<file path="config.mk">
export PLATFORM = sky130hd
export DESIGN_NAME = attopu_boot_ctrl
export DESIGN_NICKNAME = d
export VERILOG_FILES = /design/src/rtl/attopu_boot_ctrl.sv
export SDC_FILE = /design/constraint.sdc
export NUM_CORES = 1
export LEC_CHECK = 0
export ABC_AREA = 1
export BUFFER_PORTS_ARGS = -buffer_cell sky130_fd_sc_hd__buf_2
export CAP_MARGIN = 20
export CORE_UTILIZATION = 50
export CTS_BUF_LIST = sky130_fd_sc_hd__clkbuf_16
export DETAILED_ROUTE_END_ITERATION = 16
export HOLD_SLACK_MARGIN = 0.1
export PLACE_DENSITY = 0.77
export SKIP_LAST_GASP = 1
export SLEW_MARGIN = 40
export SYNTH_ARGS = -nofsm -noshare
export SYNTH_HDL_FRONTEND = slang
export SYNTH_SLANG_ARGS = --single-unit
</file>
<file path="constraint.sdc">
create_clock -name clk -period 3.55 [get_ports clk]
set_input_delay 0.71 -clock clk [delete_from_list [all_inputs] [get_ports clk]]
set_output_delay 0.71 -clock clk [all_outputs]
set_load 0.1 [all_outputs]
</file>
<file path="src/rtl/attopu_boot_ctrl.sv">
// attopu_boot_ctrl
//   Boot/run sequencer for the attopu core. Keeps the processor in reset while a
//   framed program image arrives over a byte stream, writes the image word by
//   word into instruction memory, verifies an 8-bit additive checksum and then
//   releases the core. A load_req pulse while running re-enters the loader.
//
//   Frame: SYNC, LEN_HI, LEN_LO, LEN x (D_HI, D_LO), CHK
//   CHK = (LEN_HI + LEN_LO + all data bytes) mod 256.
//
// Ports
//   clk, rst           clock, asynchronous active-high reset
//   rx_data/rx_valid   incoming byte stream
//   rx_ready           byte accepted when rx_valid & rx_ready at posedge clk
//   load_req           reload request, honoured only while running
//   imem_we/addr/wdata instruction memory write port ({hi,lo} words)
//   cpu_rst            processor reset (active-high)
//   busy               frame in progress
//   done               image loaded, core running
//   err                last frame failed (length or checksum)
//   words_loaded       words written in the current/last frame
//
// ADDR_W must be 15 or less so that the length fits the 16-bit length field.
module attopu_boot_ctrl #(
    parameter int         ADDR_W = 10,
    parameter logic [7:0] SYNC   = 8'hA5
) (
    input  logic              clk,
    input  logic              rst,
    input  logic [7:0]        rx_data,
    input  logic              rx_valid,
    output logic              rx_ready,
    input  logic              load_req,
    output logic              imem_we,
    output logic [ADDR_W-1:0] imem_addr,
    output logic [15:0]       imem_wdata,
    output logic              cpu_rst,
    output logic              busy,
    output logic              done,
    output logic              err,
    output logic [ADDR_W:0]   words_loaded
);

    typedef enum logic [3:0] {
        S_IDLE, S_LEN_HI, S_LEN_LO, S_D_HI, S_D_LO, S_WRITE, S_CHK, S_RUN, S_ERR
    } state_t;

    localparam logic [16:0]     MAX_LEN = 17'd1 << ADDR_W;
    localparam logic [ADDR_W:0] ONE     = {{ADDR_W{1'b0}}, 1'b1};

    state_t              state_q, state_d;
    logic [7:0]          len_hi_q, len_hi_d;
    logic [ADDR_W:0]     len_q, len_d;
    logic [7:0]          hi_q, hi_d;
    logic [7:0]          acc_q, acc_d;
    logic                imem_we_q, imem_we_d;
    logic [ADDR_W-1:0]   imem_addr_q, imem_addr_d;
    logic [15:0]         imem_wdata_q, imem_wdata_d;
    logic                cpu_rst_q, cpu_rst_d;
    logic                busy_q, busy_d;
    logic                done_q, done_d;
    logic                err_q, err_d;
    // Also serves as the write index: both restart at 0 per frame and advance together.
    logic [ADDR_W:0]     words_q, words_d;

    logic                accept;
    logic [15:0]         len_full;
    logic [ADDR_W:0]     words_inc;

    assign rx_ready  = (state_q != S_WRITE) && (state_q != S_RUN);
    assign accept    = rx_valid && rx_ready;
    assign len_full  = {len_hi_q, rx_data};
    assign words_inc = words_q + ONE;

    always_comb begin
        state_d      = state_q;
        len_hi_d     = len_hi_q;
        len_d        = len_q;
        hi_d         = hi_q;
        acc_d        = acc_q;
        imem_we_d    = 1'b0;
        imem_addr_d  = imem_addr_q;
        imem_wdata_d = imem_wdata_q;
        cpu_rst_d    = cpu_rst_q;
        done_d       = done_q;
        err_d        = err_q;
        words_d      = words_q;

        case (state_q)
            S_IDLE, S_ERR: begin
                if (accept && rx_data == SYNC) begin
                    state_d = S_LEN_HI;
                    acc_d   = 8'h00;
                    words_d = '0;
                    err_d   = 1'b0;
                end
            end
            S_LEN_HI: begin
                if (accept) begin
                    len_hi_d = rx_data;
                    acc_d    = acc_q + rx_data;
                    state_d  = S_LEN_LO;
                end
            end
            S_LEN_LO: begin
                if (accept) begin
                    acc_d = acc_q + rx_data;
                    len_d = len_full[ADDR_W:0];
                    if ({1'b0, len_full} > MAX_LEN) begin
                        state_d = S_ERR;
                        err_d   = 1'b1;
                    end else if (len_full == 16'd0) begin
                        state_d = S_CHK;
                    end else begin
                        state_d = S_D_HI;
                    end
                end
            end
            S_D_HI: begin
                if (accept) begin
                    hi_d    = rx_data;
                    acc_d   = acc_q + rx_data;
                    state_d = S_D_LO;
                end
            end
            S_D_LO: begin
                // Write strobe is registered here so it is high throughout WRITE.
                if (accept) begin
                    acc_d        = acc_q + rx_data;
                    imem_we_d    = 1'b1;
                    imem_addr_d  = words_q[ADDR_W-1:0];
                    imem_wdata_d = {hi_q, rx_data};
                    state_d      = S_WRITE;
                end
            end
            S_WRITE: begin
                words_d = words_inc;
                state_d = (words_inc == len_q) ? S_CHK : S_D_HI;
            end
            S_CHK: begin
                if (accept) begin
                    if (rx_data == acc_q) begin
                        state_d   = S_RUN;
                        cpu_rst_d = 1'b0;
                        done_d    = 1'b1;
                    end else begin
                        state_d = S_ERR;
                        err_d   = 1'b1;
                    end
                end
            end
            S_RUN: begin
                if (load_req) begin
                    state_d   = S_IDLE;
                    cpu_rst_d = 1'b1;
                    done_d    = 1'b0;
                end
            end
            default: state_d = S_IDLE;
        endcase

        busy_d = (state_d == S_LEN_HI) || (state_d == S_LEN_LO) || (state_d == S_D_HI) ||
                 (state_d == S_D_LO) || (state_d == S_WRITE) || (state_d == S_CHK);
    end

    always_ff @(posedge clk or posedge rst) begin
        if (rst) begin
            state_q      <= S_IDLE;
            len_hi_q     <= 8'h00;
            len_q        <= '0;
            hi_q         <= 8'h00;
            acc_q        <= 8'h00;
            imem_we_q    <= 1'b0;
            imem_addr_q  <= '0;
            imem_wdata_q <= 16'h0000;
            cpu_rst_q    <= 1'b1;
            busy_q       <= 1'b0;
            done_q       <= 1'b0;
            err_q        <= 1'b0;
            words_q      <= '0;
        end else begin
            state_q      <= state_d;
            len_hi_q     <= len_hi_d;
            len_q        <= len_d;
            hi_q         <= hi_d;
            acc_q        <= acc_d;
            imem_we_q    <= imem_we_d;
            imem_addr_q  <= imem_addr_d;
            imem_wdata_q <= imem_wdata_d;
            cpu_rst_q    <= cpu_rst_d;
            busy_q       <= busy_d;
            done_q       <= done_d;
            err_q        <= err_d;
            words_q      <= words_d;
        end
    end

    assign imem_we      = imem_we_q;
    assign imem_addr    = imem_addr_q;
    assign imem_wdata   = imem_wdata_q;
    assign cpu_rst      = cpu_rst_q;
    assign busy         = busy_q;
    assign done         = done_q;
    assign err          = err_q;
    assign words_loaded = words_q;

endmodule

</file>
==> impl_metrics.py, run 1 <==
metrics = {
    "run_status": {
        "status": "completed",
    },
    "route": {
        "ant_nets": 0,
        "dr.pass1.iters": 4,
        "wl_mm": 9.18,
        "via_per_inst": 5.28,
        "wl_per_cell_um": 13.6,
        "first_iter_violations": 211,
        "drc": 0,
        "via_count": 3561,
    },
    "sta": {
        "rsz0062_at_grt": "false",
        "finalSetupViolations": 0,
        "fmaxAchievable_mhz": 471,
        "fin_crit_ns": 2.13,
        "drv_slew": 0,
        "tns_ns": 0,
        "fin_ws_ns": 1.42,
        "worst_slew_pin_slew_ns": 0.675,
        "finalClockSkew_ns": 0.00542,
        "fin_crit_sh_pct": 59.9,
        "maxSlewHeadroom_pct": 54.9,
        "hold_viol": 0,
    },
    "clock_tree": {
        "root_buffer": "clkbuf_16",
        "path_clk_slew_ns": 0.06,
        "clk_path_buf_depth": 2,
        "cts_buffers": 9,
        "clock_latency_ns": 0.34,
        "post_cts.repair.setup_buffers": 0,
        "cts_resized": 0,
        "clock_sinks": 81,
        "htree_levels": 3,
        "ctsHoldBuffers": 0,
        "cts_tree": "done",
    },
    "global_route": {
        "grt-ovfl-total": 0,
        "grt_max_degree": 49,
        "grt_antenna_before_repair": 0,
        "grt_pass1_vias": 3418,
        "grt_usage_pct": 23.9,
        "grt_pass1_wl_mm": 15.8,
    },
    "critical_path": {
        "reg2reg_from": "state_q[2]$_DFF_PP0_",
        "critPathBufInv": 2,
        "cpPeakStageDelay_ns": 0.43,
        "cp_data_required_time_ns": 2.84,
        "critPathKind": "flop to output port",
        "cp_data_arrival_time_ns": 1.42,
        "path_depth": 4,
        "worstSetupStartpointType": "flop",
        "path_cells": "inv_2 -> nor2_1 -> nand2_1 -> buf_2",
        "cp-startpoint": "state_q[2]$_DFF_PP0_",
        "path_max_fanout": 4,
        "r2r_slack_ns": 1.45,
        "r2r_cells": 7,
        "cp_slowest_cell": "dfrtp_1",
        "cp_top_family": "buffers and inverters",
        "end_kind": "output port",
        "r2r-end": "words_loaded[4]$_DFFE_PP0P_",
        "crit_end": "rx_ready",
    },
    "die": {
        "die_area_um2": 8450,
        "io_pins": 55,
        "initial_core_util_pct": 52.0,
        "die_w_um": 91.9,
        "num_rows": 32,
        "die_h_um": 91.9,
        "core_um2": 7770,
    },
    "flow_run": {
        "maxCapViolations": 0,
    },
    "yosys": {
        "avgSynthCellArea_um2": 7.96,
        "ys_warn_count": 0,
        "synth_cell_types": 35,
        "syn_nets": 529,
        "synthFlopType": "dfrtp_1",
        "ys_top_cells_by_area": "dfrtp_1, nand2_1, o21ai_0, inv_1, nand3_1",
        "syn_inst": 508,
        "seq_area_frac_synth_pct": 50.2,
        "synth_edf_count": 0,
        "synth.top_cell.area_share_pct": 49.5,
        "syn_area_um2": 4040,
        "synth_seq_cells": 81,
        "async_flop_share_pct": 100,
        "yosys.area.top_type": "dfrtp_1",
    },
    "cells_and_area": {
        "final_common_cell": "nand2_1",
        "antenna_cells": 0,
        "final_cell_area_um2": 4710,
        "area_growth_pct": 16.6,
        "utilization_pct": 60.7,
        "final_cell_mix": "nand2_1, dfrtp_1, o21ai_0",
        "drive_above_1_share_pct": 16.3,
        "fin_nets": 588,
        "n_fill_cell": 724,
    },
    "placement": {
        "place_area_um2": 4440,
        "dpl.hpwl_mm": 6.50,
        "place_congestion": 0.986,
        "io_buffers": 54,
        "pre_cts_ws_ns": 1.11,
    },
    "worst_hold_path": {
        "holdCritPathClass": "input port to async pin",
    },
}
[worst min path at each step]
| stage | from | end | slack, ns |
|---|---|---|---|
| after global routing | rst | imem_addr[0]$_DFFE_PP0P_ | 0.49 |
| final | rst | imem_addr[0]$_DFFE_PP0P_ | 0.44 |
| after floorplan | hi_q[2]$_DFFE_PP0P_ | imem_wdata[10]$_DFFE_PP0P_ | 0.44 |
| after detailed placement | imem_wdata[14]$_DFFE_PP0P_ | imem_wdata[14]$_DFFE_PP0P_ | 0.46 |
| after CTS | cpu_rst$_DFFE_PP1P_ | cpu_rst$_DFFE_PP1P_ | 0.48 |
| after global placement | hi_q[4]$_DFFE_PP0P_ | imem_wdata[12]$_DFFE_PP0P_ | 0.46 |
[cell type report]
| class | count | area, um2 | area share, % |
|---|---|---|---|
| Multi-Input combinational cell | 366 | 1780 | 37.8 |
| Tap cell | 102 | 128 | 2.71 |
| Timing Repair Buffer | 56 | 298 | 6.32 |
| Clock inverter | 7 | 48.8 | 1.04 |
| Inverter | 53 | 204 | 4.33 |
| Clock buffer | 9 | 225 | 4.78 |
| Sequential cell | 81 | 2030 | 43.0 |
[synthesized netlist by cell type (all sizes together), types with 4 or more instances]
| master | instances |
|---|---|
| dfrtp | 80 |
| clkbuf | 7 |
| o22ai | 6 |
| nand3 | 36 |
| nor3 | 4 |
| nor2 | 43 |
| a21oi | 7 |
| inv | 52 |
| nand4 | 6 |
| o21ai | 62 |
| ha | 8 |
| nand2 | 175 |
| xnor2 | 4 |
[registers in the layout, indices dropped and copies added (netlist names)]
register / flops
words_loaded: 11
acc_q: 8
err: 1
cpu_rst: 1
imem_wdata: 16
hi_q: 8
len_q: 11
busy: 1
done: 1
state_q: 4
len_hi_q: 8
imem_addr: 10
imem_we: 1
[layer usage]
metal  vias up  wire length [um]  global-route usage [%]  share of wire [%]
li1       1757                 -                       -                  -
met1      1686              4100                    31.2                 45
met2       107              4420                    38.5                 48
met3        11               514                    5.89                5.6
met4         0               154                    9.11                1.7
met5         -                 0                       0                  0
[through the flow]
stage          instances  hold slack (ns)
2_1_floorplan        508            0.442
3_3_place_gp         658            0.455
3_5_place_dp         658            0.460
4_1_cts              674            0.476
5_1_grt              674            0.490
6_report             674            0.444
[logic make-up (layout without fill, tap and decap cells)]
group | after synthesis | count (layout) | share of synthesized area, %
simple gates | 268 | 268 | 28.1
compound gates | 81 | 81 | 10.9
flops | 81 | 81 | 50.2
buf+inv | 61 | 125 | 5.76
fa+ha+maj | 9 | 9 | 2.97
xor+xnor | 8 | 8 | 2.07
Power of run 1 is not shown: default switching activity piles up to over one toggle a cycle in this logic, so the estimate is an artifact.
==> inputs of run 2 (changes only) <==
==> constraint.sdc (replaced) <==
create_clock -name clk -period 2.2 [get_ports clk]
set_input_delay 0.44 -clock clk [delete_from_list [all_inputs] [get_ports clk]]
set_output_delay 0.44 -clock clk [all_outputs]
set_load 0.1 [all_outputs]
==> run 2 against run 1 <==
Compared with the run above: hold slack worse by 0.27 ns; non-clock buffer count grew 15; die area stayed put; first-iteration DRC count grew 5.7%; largest cell class unchanged; via count barely moved; clock skew increased by 0.0045 ns; wire length is 0.70% higher; highest routed layer unchanged.
==> impl_metrics.py, run 2 (synthesis results as in run 1) <==
metrics = {
    "cells_and_area": {
        "antenna_cells": 0,
        "drive_above_1_share_pct": 19.4,
        "final_common_cell": "nand2_1",
        "area_growth_pct": 20.4,
        "largest_reg_flops": 16,
        "fin_nets": 603,
        "final_cell_mix": "nand2_1, dfrtp_1, o21ai_0",
        "n_fill_cell": 668,
    },
    "global_route": {
        "grt_antenna_before_repair": 0,
        "grt_pass1_wl_mm": 15.8,
        "grt_max_degree": 36,
        "grt_pass1_vias": 3510,
        "grt-ovfl-total": 0,
        "grt_usage_pct": 23.9,
    },
    "die": {
        "die_w_um": 91.9,
        "core_um2": 7770,
        "die_h_um": 91.9,
        "die_area_um2": 8450,
        "io_pins": 55,
        "initial_core_util_pct": 52.0,
        "num_rows": 32,
    },
    "sta": {
        "fin_crit_sh_pct": 89.0,
        "hold_viol": 0,
        "tns_ns": 0,
        "maxSlewHeadroom_pct": 58.0,
        "fmaxAchievable_mhz": 511,
        "finalClockSkew_ns": 0.00990,
        "fin_crit_ns": 1.96,
        "rsz0062_at_grt": "false",
        "worst_slew_pin_slew_ns": 0.628,
        "drv_slew": 0,
        "finalSetupViolations": 0,
    },
    "worst_hold_path": {
        "holdCritPathClass": "input port to async pin",
    },
    "clock_tree": {
        "cts_resized": 0,
        "clock_latency_ns": 0.33,
        "post_cts.repair.setup_buffers": 0,
        "path_clk_slew_ns": 0.07,
        "ctsHoldBuffers": 0,
        "cts_tree": "done",
        "clk_path_buf_depth": 2,
        "clock_sinks": 81,
        "cts_buffers": 9,
        "htree_levels": 3,
        "root_buffer": "clkbuf_16",
    },
    "critical_path": {
        "end_kind": "flop",
        "cp_data_required_time_ns": 2.42,
        "cpPeakStageDelay_ns": 0.46,
        "cp_slowest_cell": "dfrtp_2",
        "path_max_fanout": 6,
        "cpMostUsedCell": "nand2_1",
        "worstSetupStartpointType": "flop",
        "critPathKind": "flop to flop",
        "r2r_slack_ns": 0.24,
        "cp_top_family": "simple AND/OR/NAND/NOR gates",
        "cp_data_arrival_time_ns": 2.18,
        "critPathBufInv": 0,
        "path_cells": "ha_1 -> nand2_2 -> nor2_1 -> nand2_1 -> nand2_1 -> nand2_1 -> nand2_1 -> nand2_1 -> nand3_1 -> nor2_1 -> nand2_1 -> nand2_1 -> nand3_1 -> nor2_1 -> nor2_1",
    },
    "route": {
        "via_count": 3564,
        "via_per_inst": 5.17,
        "drc": 0,
        "ant_nets": 0,
        "first_iter_violations": 223,
        "dr.pass1.iters": 4,
        "wl_per_cell_um": 13.4,
        "wl_mm": 9.25,
    },
    "placement": {
        "io_buffers": 54,
        "place_congestion": 0.893,
        "dpl.hpwl_mm": 6.94,
    },
    "run_status": {
        "status": "completed",
    },
    "flow_run": {
        "maxCapViolations": 0,
    },
}
==> run 2: cell count changes in the layout (fill, tap and decap cells not counted), sizes merged <==
cell | previous run | this run
buf | 56 | 71
clkinv | 4 | 3
inv | 56 | 54
bufinv | 0 | 1
clkinvlp | 0 | 2
==> run 2: worst paths after layout <==
| kind | from | cells past startpoint | to |
|---|---|---|---|
| worst max register to register | words_loaded[0]$_DFFE_PP0P_ | 15 | busy$_DFF_PP0_ |
| worst min register to register | cpu_rst$_DFFE_PP1P_ | 2 | cpu_rst$_DFFE_PP1P_ |
| min in group clk | cpu_rst$_DFFE_PP1P_ | 2 | cpu_rst$_DFFE_PP1P_ |
| max in group asynchronous | rst | 3 | cpu_rst$_DFFE_PP1P_ |
| worst min-delay path | rst | 2 | imem_addr[0]$_DFFE_PP0P_ |
| worst max-delay path | words_loaded[0]$_DFFE_PP0P_ | 15 | busy$_DFF_PP0_ |
==> run 2: worst register-to-register path, cell delays in order, from the launching register on <==
cell and delay, ns:
dfrtp_2 0.46, ha_1 0.26, nand2_2 0.13, nor2_1 0.08
nand2_1 0.07, nand2_1 0.07, nand2_1 0.09, nand2_1 0.05
nand2_1 0.05, nand3_1 0.10, nor2_1 0.10, nand2_1 0.09
nand2_1 0.09, nand3_1 0.07, nor2_1 0.09, nor2_1 0.05
==> run 2: metrics by stage <==
step	utilization [%]	hold slack [ns]	instances	area, um2	setup WS, ns
final	62.6	0.177	689	4860	0.242
after global routing	62.6	0.220	689	4860	0.0252
after CTS	62.6	0.199	689	4860	0.234
after detailed placement	58.7	0.460	673	4560	0.0716
after global placement	58.7	0.452	673	4560	0.0957
after floorplan	-	0.442	508	4050	0.0210
==> run 2: area by class of cell <==
| type | count | area (um2) | area share, % |
|---|---|---|---|
| Sequential cell | 81 | 2030 | 41.8 |
| Clock inverter | 7 | 78.8 | 1.62 |
| Timing Repair Buffer | 71 | 410 | 8.44 |
| Clock buffer | 9 | 225 | 4.63 |
| Inverter | 53 | 205 | 4.22 |
| Multi-Input combinational cell | 366 | 1780 | 36.7 |
| Tap cell | 102 | 128 | 2.62 |
==> run 2: metal layers <==
metal	share of wire [%]	wire length, um	GRT usage (%)
met1	45	4150	30.7
met4	2.1	190	10.3
met2	49	4490	40.4
met3	4.5	412	3.48
met5	0	0	0
Power of run 2 is left out for the same reason.
==> inputs of run 3 (changes only) <==
--- a/config.mk
+++ b/config.mk
@@ -6,13 +6,13 @@
 export NUM_CORES = 1
 export LEC_CHECK = 0
 export ABC_AREA = 1
-export BUFFER_PORTS_ARGS = -buffer_cell sky130_fd_sc_hd__buf_2
 export CAP_MARGIN = 20
 export CORE_UTILIZATION = 50
 export CTS_BUF_LIST = sky130_fd_sc_hd__clkbuf_16
 export DETAILED_ROUTE_END_ITERATION = 16
+export DONT_BUFFER_PORTS = 1
 export HOLD_SLACK_MARGIN = 0.1
-export PLACE_DENSITY = 0.77
+export PLACE_DENSITY = 0.71
 export SKIP_LAST_GASP = 1
 export SLEW_MARGIN = 40
 export SYNTH_ARGS = -nofsm -noshare
==> run 3 against run 2 <==
Compared with the run above: wire length grew 2.6%; critical endpoint is now done$_DFFE_PP0P_; die area is the same; highest routed layer unchanged; critical path type unchanged; sequential share of layout area shrank 0.11 points; setup slack lost 0.038 ns; clock skew shrank 0.0049 ns; count of clock-buffer cells in the layout is the same; via count shrank 2.6%.
==> impl_metrics.py, run 3 (synthesis results as in run 1) <==
metrics = {
    "sta": {
        "fin_crit_sh_pct": 90.7,
        "finalSetupViolations": 0,
        "finalClockSkew_ns": 0.00504,
        "rsz0062_at_grt": "false",
        "worst_slew_pin_slew_ns": 0.606,
        "fin_crit_ns": 2.00,
        "maxSlewHeadroom_pct": 59.5,
        "drv_slew": 0,
        "fmaxAchievable_mhz": 501,
        "hold_viol": 0,
        "tns_ns": 0,
    },
    "die": {
        "io_pins": 55,
        "num_rows": 32,
        "die_h_um": 91.9,
        "die_area_um2": 8450,
        "die_w_um": 91.9,
        "initial_core_util_pct": 52.0,
        "core_um2": 7770,
    },
    "worst_hold_path": {
        "holdCritPathClass": "input port to flop",
    },
    "critical_path": {
        "worstSetupStartpointType": "flop",
        "cp_data_arrival_time_ns": 2.21,
        "critPathBufInv": 2,
        "cp_slowest_cell": "dfrtp_1",
        "critPathKind": "flop to flop",
        "end_kind": "flop",
        "cp_data_required_time_ns": 2.42,
        "cpPeakStageDelay_ns": 0.39,
        "path_cells": "ha_1 -> nor2_1 -> inv_1 -> nor3_1 -> nand3_1 -> nand2_1 -> nand3_1 -> inv_1 -> nand2_1 -> o21a_1",
        "path_max_fanout": 6,
        "cp_top_family": "simple AND/OR/NAND/NOR gates",
    },
    "clock_tree": {
        "cts_buffers": 9,
        "cts_tree": "done",
        "clock_sinks": 81,
        "clk_path_buf_depth": 2,
        "clock_latency_ns": 0.33,
        "htree_levels": 3,
        "root_buffer": "clkbuf_16",
        "post_cts.repair.setup_buffers": 0,
        "path_clk_slew_ns": 0.06,
    },
    "placement": {
        "io_buffers": 0,
        "place_congestion": 0.896,
        "dpl.hpwl_mm": 6.79,
    },
    "cells_and_area": {
        "largest_reg_flops": 16,
        "final_cell_mix": "nand2_1, dfrtp_1, o21ai_0",
        "seqCellArea_um2": 2030,
        "area_growth_pct": 20.7,
        "multi_input_area_um2": 1780,
        "final_common_cell": "nand2_1",
        "fin_nets": 582,
        "antenna_cells": 0,
        "drive_above_1_share_pct": 16.1,
        "n_fill_cell": 694,
    },
    "route": {
        "wl_per_cell_um": 14.2,
        "via_per_inst": 5.20,
        "dr.pass1.iters": 4,
        "wl_mm": 9.49,
        "via_count": 3472,
        "first_iter_violations": 196,
        "ant_nets": 0,
        "drc": 0,
    },
    "global_route": {
        "grt_antenna_before_repair": 0,
        "grt_pass1_vias": 3524,
        "grt_pass1_wl_mm": 16.5,
        "grt_usage_pct": 25.1,
        "grt_max_degree": 58,
        "grt-ovfl-total": 0,
    },
    "flow_run": {
        "maxCapViolations": 0,
    },
    "run_status": {
        "status": "completed",
    },
}
-- run 3: cell count changes in the layout (fill, tap and decap cells not counted), sizes merged --
cell	delta
clkinv	+1
bufinv	+2
dlygate4sd3	+1
inv	-2
buf	-22
clkinvlp	-1
-- run 3: repair_timing --
action / 4_1_cts / 5_1_grt
setup endpoints to repair: 0 / 0
gates resized for setup: 0 / 0
hold buffers: 1 / 0
hold endpoints to repair: 23 / 0
-- run 3: metal layers --
metal | global-route usage (%) | up-vias | wire length (um)
li1 | - | 1741 | -
met1 | 31.9 | 1633 | 4160
met2 | 42.4 | 84 | 4720
met3 | 6.14 | 14 | 423
met4 | 7.94 | 0 | 174
met5 | 0 | - | 0
-- run 3: final cells by class --
type	count	share of cell area, %
tap	102	2.62
clock buffer	9	4.62
multi-input combinational	366	36.6
sequential	81	41.7
clock inverter	7	2.28
timing repair buffer	50	8.00
inverter	53	4.21
-- run 3: metrics by stage --
step           worst slack [ns]  instance area (um2)  utilization, %  cells  hold slack [ns]
2_1_floorplan            0.0210                 4050               -    508            0.442
3_3_place_gp              0.167                 4530            58.3    651            0.408
3_5_place_dp              0.150                 4530            58.3    651            0.406
4_1_cts                   0.201                 4880            62.8    668            0.377
5_1_grt                  0.0501                 4880            62.8    668            0.403
6_report                  0.204                 4880            62.8    668            0.386
-- run 3: path summary, 6_finish.rpt --
kind	cells after the start	start	slack, ns	end
hold / removal	2	rx_data[6]	0.39	len_q[6]$_DFFE_PP0P_
setup reg to reg	10	acc_q[4]$_DFFE_PP0P_	0.20	done$_DFFE_PP0P_
setup / recovery	10	acc_q[4]$_DFFE_PP0P_	0.20	done$_DFFE_PP0P_
max in group asynchronous	3	rst	0.84	words_loaded[1]$_DFFE_PP0P_
hold reg to reg	2	hi_q[1]$_DFFE_PP0P_	0.48	imem_wdata[9]$_DFFE_PP0P_
min in group asynchronous	2	rst	0.66	imem_addr[0]$_DFFE_PP0P_
Power of run 3 is left out for the same reason.
